[src/rtl/rv32_pkg.sv]
// Shared RV32I encodings, ALU operation set and the funct3 -> ALU op mapping
// used by the rv32 core.
package rv32_pkg;

  localparam logic [6:0] OPC_LUI    = 7'b0110111;
  localparam logic [6:0] OPC_AUIPC  = 7'b0010111;
  localparam logic [6:0] OPC_JAL    = 7'b1101111;
  localparam logic [6:0] OPC_JALR   = 7'b1100111;
  localparam logic [6:0] OPC_BRANCH = 7'b1100011;
  localparam logic [6:0] OPC_LOAD   = 7'b0000011;
  localparam logic [6:0] OPC_STORE  = 7'b0100011;
  localparam logic [6:0] OPC_OP_IMM = 7'b0010011;
  localparam logic [6:0] OPC_OP     = 7'b0110011;

  localparam logic [2:0] F3_ADD_SUB = 3'b000;
  localparam logic [2:0] F3_SLL     = 3'b001;
  localparam logic [2:0] F3_SLT     = 3'b010;
  localparam logic [2:0] F3_SLTU    = 3'b011;
  localparam logic [2:0] F3_XOR     = 3'b100;
  localparam logic [2:0] F3_SR      = 3'b101;
  localparam logic [2:0] F3_OR      = 3'b110;
  localparam logic [2:0] F3_AND     = 3'b111;

  localparam logic [2:0] F3_BEQ  = 3'b000;
  localparam logic [2:0] F3_BNE  = 3'b001;
  localparam logic [2:0] F3_BLT  = 3'b100;
  localparam logic [2:0] F3_BGE  = 3'b101;
  localparam logic [2:0] F3_BLTU = 3'b110;
  localparam logic [2:0] F3_BGEU = 3'b111;

  localparam logic [6:0] F7_BASE = 7'b0000000;
  localparam logic [6:0] F7_ALT  = 7'b0100000;

  typedef enum logic [3:0] {
    ALU_ADD,
    ALU_SUB,
    ALU_SLL,
    ALU_SLT,
    ALU_SLTU,
    ALU_XOR,
    ALU_SRL,
    ALU_SRA,
    ALU_OR,
    ALU_AND
  } alu_op_t;

  // alt selects SUB/SRA; the caller masks it for OP-IMM, which has no SUBI.
  function automatic alu_op_t aluOpDecode(input logic [2:0] funct3, input logic alt);
    alu_op_t op;
    case (funct3)
      F3_ADD_SUB: op = alt ? ALU_SUB : ALU_ADD;
      F3_SLL:     op = ALU_SLL;
      F3_SLT:     op = ALU_SLT;
      F3_SLTU:    op = ALU_SLTU;
      F3_XOR:     op = ALU_XOR;
      F3_SR:      op = alt ? ALU_SRA : ALU_SRL;
      F3_OR:      op = ALU_OR;
      default:    op = ALU_AND;
    endcase
    return op;
  endfunction

endpackage

[src/rtl/rv32_alu.sv]
// Combinational integer ALU for the rv32 core; shifts use the low 5 bits of b_i.
module rv32_alu
  import rv32_pkg::*;
(
  input  logic [31:0] a_i,
  input  logic [31:0] b_i,
  input  alu_op_t     op_i,
  output logic [31:0] result_o
);

  logic [4:0] shamt;

  assign shamt = b_i[4:0];

  always_comb begin
    result_o = a_i + b_i;
    case (op_i)
      ALU_ADD:  result_o = a_i + b_i;
      ALU_SUB:  result_o = a_i - b_i;
      ALU_SLL:  result_o = a_i << shamt;
      ALU_SLT:  result_o = {31'b0, $signed(a_i) < $signed(b_i)};
      ALU_SLTU: result_o = {31'b0, a_i < b_i};
      ALU_XOR:  result_o = a_i ^ b_i;
      ALU_SRL:  result_o = a_i >> shamt;
      ALU_SRA:  result_o = $signed(a_i) >>> shamt;
      ALU_OR:   result_o = a_i | b_i;
      ALU_AND:  result_o = a_i & b_i;
      default:  result_o = a_i + b_i;
    endcase
  end

endmodule

[src/rtl/rv32.sv]
// Single-cycle RV32I core: decode, register read, execute, memory access and
// writeback all settle within one clock; PC, register file and store commit on the edge.
module rv32
  import rv32_pkg::*;
(
  input  logic        clk_i,
  input  logic        rst_i,
  input  logic [31:0] instr_data_i,
  input  logic [31:0] mem_data_i,
  output logic [31:0] instr_addr_o,
  output logic        mem_we_o,
  output logic [31:0] mem_addr_o,
  output logic [31:0] mem_data_o
);

  logic [31:0] pc_q, pc_d;
  logic [31:0] regs_q [32];

  logic [6:0]  opcode;
  logic [4:0]  rd, rs1, rs2;
  logic [2:0]  funct3;
  logic [31:0] immI, immS, immB, immU, immJ;
  logic [31:0] rs1Val, rs2Val;
  logic [31:0] pcPlus4, addrI, addrS;
  logic [31:0] aluB, aluResult;
  alu_op_t     aluOp;
  logic        wbEn, storeEn, branchTaken;
  logic [31:0] wbData;

  assign opcode = instr_data_i[6:0];
  assign rd     = instr_data_i[11:7];
  assign funct3 = instr_data_i[14:12];
  assign rs1    = instr_data_i[19:15];
  assign rs2    = instr_data_i[24:20];

  assign immI = {{20{instr_data_i[31]}}, instr_data_i[31:20]};
  assign immS = {{20{instr_data_i[31]}}, instr_data_i[31:25], instr_data_i[11:7]};
  assign immB = {{19{instr_data_i[31]}}, instr_data_i[31], instr_data_i[7],
                 instr_data_i[30:25], instr_data_i[11:8], 1'b0};
  assign immU = {instr_data_i[31:12], 12'b0};
  assign immJ = {{11{instr_data_i[31]}}, instr_data_i[31], instr_data_i[19:12],
                 instr_data_i[20], instr_data_i[30:21], 1'b0};

  // Entry 0 is never written after reset, but the read mux makes x0 immune regardless.
  assign rs1Val = (rs1 == 5'd0) ? 32'd0 : regs_q[rs1];
  assign rs2Val = (rs2 == 5'd0) ? 32'd0 : regs_q[rs2];

  assign pcPlus4 = pc_q + 32'd4;
  assign addrI   = rs1Val + immI;
  assign addrS   = rs1Val + immS;

  always_comb begin
    branchTaken = 1'b0;
    case (funct3)
      F3_BEQ:  branchTaken = (rs1Val == rs2Val);
      F3_BNE:  branchTaken = (rs1Val != rs2Val);
      F3_BLT:  branchTaken = ($signed(rs1Val) < $signed(rs2Val));
      F3_BGE:  branchTaken = ($signed(rs1Val) >= $signed(rs2Val));
      F3_BLTU: branchTaken = (rs1Val < rs2Val);
      F3_BGEU: branchTaken = (rs1Val >= rs2Val);
      default: branchTaken = 1'b0;
    endcase
  end

  rv32_alu u_alu (
    .a_i      (rs1Val),
    .b_i      (aluB),
    .op_i     (aluOp),
    .result_o (aluResult)
  );

  // Unlisted opcodes (including all-zero, FENCE, SYSTEM) fall to the default: PC+4 only.
  always_comb begin
    pc_d    = pcPlus4;
    wbEn    = 1'b0;
    wbData  = aluResult;
    storeEn = 1'b0;
    aluB    = immI;
    aluOp   = ALU_ADD;
    case (opcode)
      OPC_LUI: begin
        wbEn   = 1'b1;
        wbData = immU;
      end
      OPC_AUIPC: begin
        wbEn   = 1'b1;
        wbData = pc_q + immU;
      end
      OPC_JAL: begin
        wbEn   = 1'b1;
        wbData = pcPlus4;
        pc_d   = pc_q + immJ;
      end
      OPC_JALR: begin
        wbEn   = 1'b1;
        wbData = pcPlus4;
        pc_d   = {addrI[31:1], 1'b0};
      end
      OPC_BRANCH: begin
        if (branchTaken) pc_d = pc_q + immB;
      end
      OPC_LOAD: begin
        wbEn   = 1'b1;
        wbData = mem_data_i;
      end
      OPC_STORE: begin
        storeEn = 1'b1;
      end
      OPC_OP_IMM: begin
        wbEn  = 1'b1;
        aluB  = immI;
        aluOp = aluOpDecode(funct3, (funct3 == F3_SR) && instr_data_i[30]);
      end
      OPC_OP: begin
        wbEn  = 1'b1;
        aluB  = rs2Val;
        aluOp = aluOpDecode(funct3, instr_data_i[30]);
      end
      default: begin
        pc_d = pcPlus4;
      end
    endcase
  end

  assign instr_addr_o = pc_q;
  assign mem_we_o     = storeEn && !rst_i;
  assign mem_addr_o   = rst_i ? 32'd0 : (storeEn ? addrS : addrI);
  assign mem_data_o   = rst_i ? 32'd0 : rs2Val;

  always_ff @(posedge clk_i) begin
    if (rst_i) begin
      pc_q <= 32'd0;
      for (int i = 0; i < 32; i++) regs_q[i] <= 32'd0;
    end else begin
      pc_q <= pc_d;
      if (wbEn && (rd != 5'd0)) regs_q[rd] <= wbData;
    end
  end

endmodule

[config.mk]
export PLATFORM = sky130hd
export DESIGN_NAME = rv32
export DESIGN_NICKNAME = d
export VERILOG_FILES = /design/src/rtl/rv32_pkg.sv /design/src/rtl/rv32_alu.sv /design/src/rtl/rv32.sv
export SDC_FILE = /design/constraint.sdc
export NUM_CORES = 2
export LEC_CHECK = 0
export CAP_MARGIN = 5
export CORE_MARGIN = 2
export CORE_UTILIZATION = 35
export DETAILED_ROUTE_END_ITERATION = 8
export PLACE_DENSITY_LB_ADDON = 0.3
export SLEW_MARGIN = 10
export SYNTH_ARGS = -nofsm -noshare
export SYNTH_HDL_FRONTEND = slang
export SYNTH_SLANG_ARGS = --single-unit
[constraint.sdc]
create_clock -name clk_i -period 8.4 [get_ports clk_i]
set_clock_uncertainty 0.2 [all_clocks]
set_input_delay 0.84 -clock clk_i [delete_from_list [all_inputs] [get_ports clk_i]]
set_output_delay 0.84 -clock clk_i [all_outputs]
set_load 0.01 [all_outputs]
==> results.ini <==
[status]
status=finished with violations
violations=capacitance limit, slew limit

[sta]
worst_slew_pin_slew_ps=1520
maxSlewViolCount=2
min_period_ps=8240
fin_crit_sh_pct=98.2
finalHoldViolCount=0
slew_headroom_pct=-1.67
fmax_ghz=0.121
setup_violations=0
rsz0062_at_grt=false

[final_layout]
area_growth_syn_to_layout_pct=15.9
final_util_pct=40.8
nNetsFinal=7614
drive_above_1_share_pct=16.7
fillers=20000

[clock_network]
holdBufCountCts=0
clk_latency_ps=800
path_clk_slew_ps=60
clock_sinks=1055
post_cts.repair.setup_buffers=0
clockRootBuffer=clkbuf_16
numCtsBuffers=115
cts_resized=0
cts_tree=yes
h-tree-depth=3
cts.path.max_buffers=3

[yosys]
yosysSeqAreaShare_pct=43.0
syn_inst=7095
ys.flop_type=edfxtp_1
async_flop_share_pct=0
yosys-top-cells-area=edfxtp_1 42%, mux4_2 8.2%, mux2i_1 7.5%
synth_cell_types=105
yosys.area.top_type=edfxtp_1
syn_area_per_cell_sq_um=10.3
synth_top_area_share_pct=42.1
synth_edf_count=1024
ys_warn_count=0
syn-cell-area_sq_mm=0.0730
ys_ff_latch=1055

[global_routing]
antenna_found_initial=31
grt_pass1_wl_um=542000
grt_pass1_vias=65000
grt_max_degree=78
grt-ovfl-total=0
grt_use_total_pct=36.8

[drt]
first_pass_iters=8
viasPerCell=6.71
wire_per_inst_um=39.3
ant_nets=0
remaining_drc_errors=0
wirelength_um=402000
num_vias=68600
dr.first_iter.drc_count=11100

[die]
num_rows=167
core-area_sq_mm=0.207
die_w_um=461
start_util_pct=35.2
die-area_sq_mm=0.212
fp.dieH_um=461
pin_count=163

[worst_setup_path]
reg2reg_depth=20
cp_max_fo=40
cp-start-kind=primary input
critPathArrivalTime_ps=8540
worstSetupPathType=in2reg
crit_path_end_kind=flip-flop
required_ps=8690

[placed_design]
dpl.hpwl_um=286000
gp_congestion=1.08
port_buffers=161

[power]
p_leak_nw=31.7
p_per_area_mw_per_mm2=196
finalPower_mw=16.6
vdd_drop_max_v=0.000188

[run]
drv_cap=1

[min_path]
hp-class=in2reg
min_path_cells=1

==> synth_stat cells (96+ instances only) <==
cell type	count
a22oi_1	160
o221ai_1	150
nor3_1	247
edfxtp_1	1024
clkbuf_1	380
xnor2_1	96
nor2_1	1217
nand3_1	146
a21oi_1	381
o21ai_0	282
nand2_1	309
ha_1	220
buf_2	156
mux2i_1	546
inv_1	135
mux4_2	266
==> report_power, final <==
part           total, mW  internal, mW  switching [mW]
Clock               5.11          2.84            2.27
Sequential          6.08          5.96           0.127
Combinational       5.40          1.71            3.69
Total               16.6          10.5            6.09
==> worst max-delay path, cell delays in order <==
cell and delay [ps]:
buf_8 370, buf_4 430, mux2i_1 130, o21ai_0 330
o221ai_1 180, o221ai_1 510, nand2_1 350, inv_1 400
ha_1 400, or4b_2 250, o211ai_1 90, a211oi_1 640
o21bai_1 280, o21bai_1 410, a41oi_1 230, o41ai_1 420
xnor2_1 110, a211oi_1 1230, buf_4 300, a31o_2 190
buf_12 190, nor2_1 70
==> final cells by class <==
class / count / area [sq um] / area share, %
Inverter: 146 / 549 / 0.650
Timing Repair Buffer: 729 / 6640 / 7.85
Clock inverter: 72 / 671 / 0.793
Sequential cell: 1055 / 31400 / 37.1
Multi-Input combinational cell: 5274 / 38800 / 45.9
Antenna cell: 16 / 40.0 / 0.0473
Tap cell: 2788 / 3490 / 4.13
Clock buffer: 138 / 3010 / 3.56
==> layer usage <==
layer | up-vias | track usage (%) | share of wire (%)
met5 | - | 0 | 0.031
met4 | 20 | 23.8 | 7.9
met3 | 1275 | 9.96 | 12
met2 | 5469 | 55.6 | 43
met1 | 34300 | 46.3 | 37
li1 | 27500 | - | -
==> final timing paths <==
path	endpoint	from	slack, ps
worst max-delay path	regs_q[25][31]	instr_data_i[15]	160
worst min-delay path	regs_q[0][17]	rst_i	490
worst max register to register	regs_q[25][31]	regs_q[18][3]	790
worst min register to register	instr_addr_o[1]	instr_addr_o[1]	600
==> cell families after synthesis <==
logic type | count (synthesis) | share of synthesized area [%]
adder cells (fa/ha/maj) | 227 | 3.96
flip-flops | 1055 | 43.0
multiplexers | 835 | 16.1
AND/OR/NAND/NOR | 2333 | 14.3
XOR/XNOR | 169 | 2.03
buffers and inverters | 798 | 4.93
AO/OA/AOI/OAI | 1677 | 15.7
other | 1 | 0.00514
==> state kept, by name (all words and copies together) (netlist names) <==
name / flops
instr_addr_o: 31
regs_q: 1024
==> placed cells by master, fill, tap and decap left out, types with 61 or more instances in the layout <==
master           count
o21ai_0            274
clkbuf_16          117
a21oi_1            377
a21o_1              72
mux4_2             266
o221ai_1           149
nand3_1            143
xor2_1              73
ha_1               220
nand2_1            280
edfxtp_1          1024
nor2_1            1210
a22oi_1            160
nand4_1             61
xnor2_1             96
a221oi_1            63
buf_12              61
buf_4              507
clkdlybuf4s50_1    149
mux2i_1            545
nor3_1             243
inv_1              134
o22ai_1             86
==> metrics by stage <==
step | cells | TNS (ps) | instance area, sq um | setup slack, ps | hold slack [ps]
2_1_floorplan | 7127 | 0 | 73100 | 1230 | 400
4_1_cts | 10200 | 0 | 84500 | 550 | 466
5_1_grt | 10200 | 0 | 84500 | 267 | 500
6_report | 10200 | 0 | 84600 | 155 | 492
3_5_place_dp | 9992 | -5940 | 80800 | -220 | 541
3_3_place_gp | 9989 | -13650 | 80800 | -474 | 543
(Power assumes the default switching activity.)
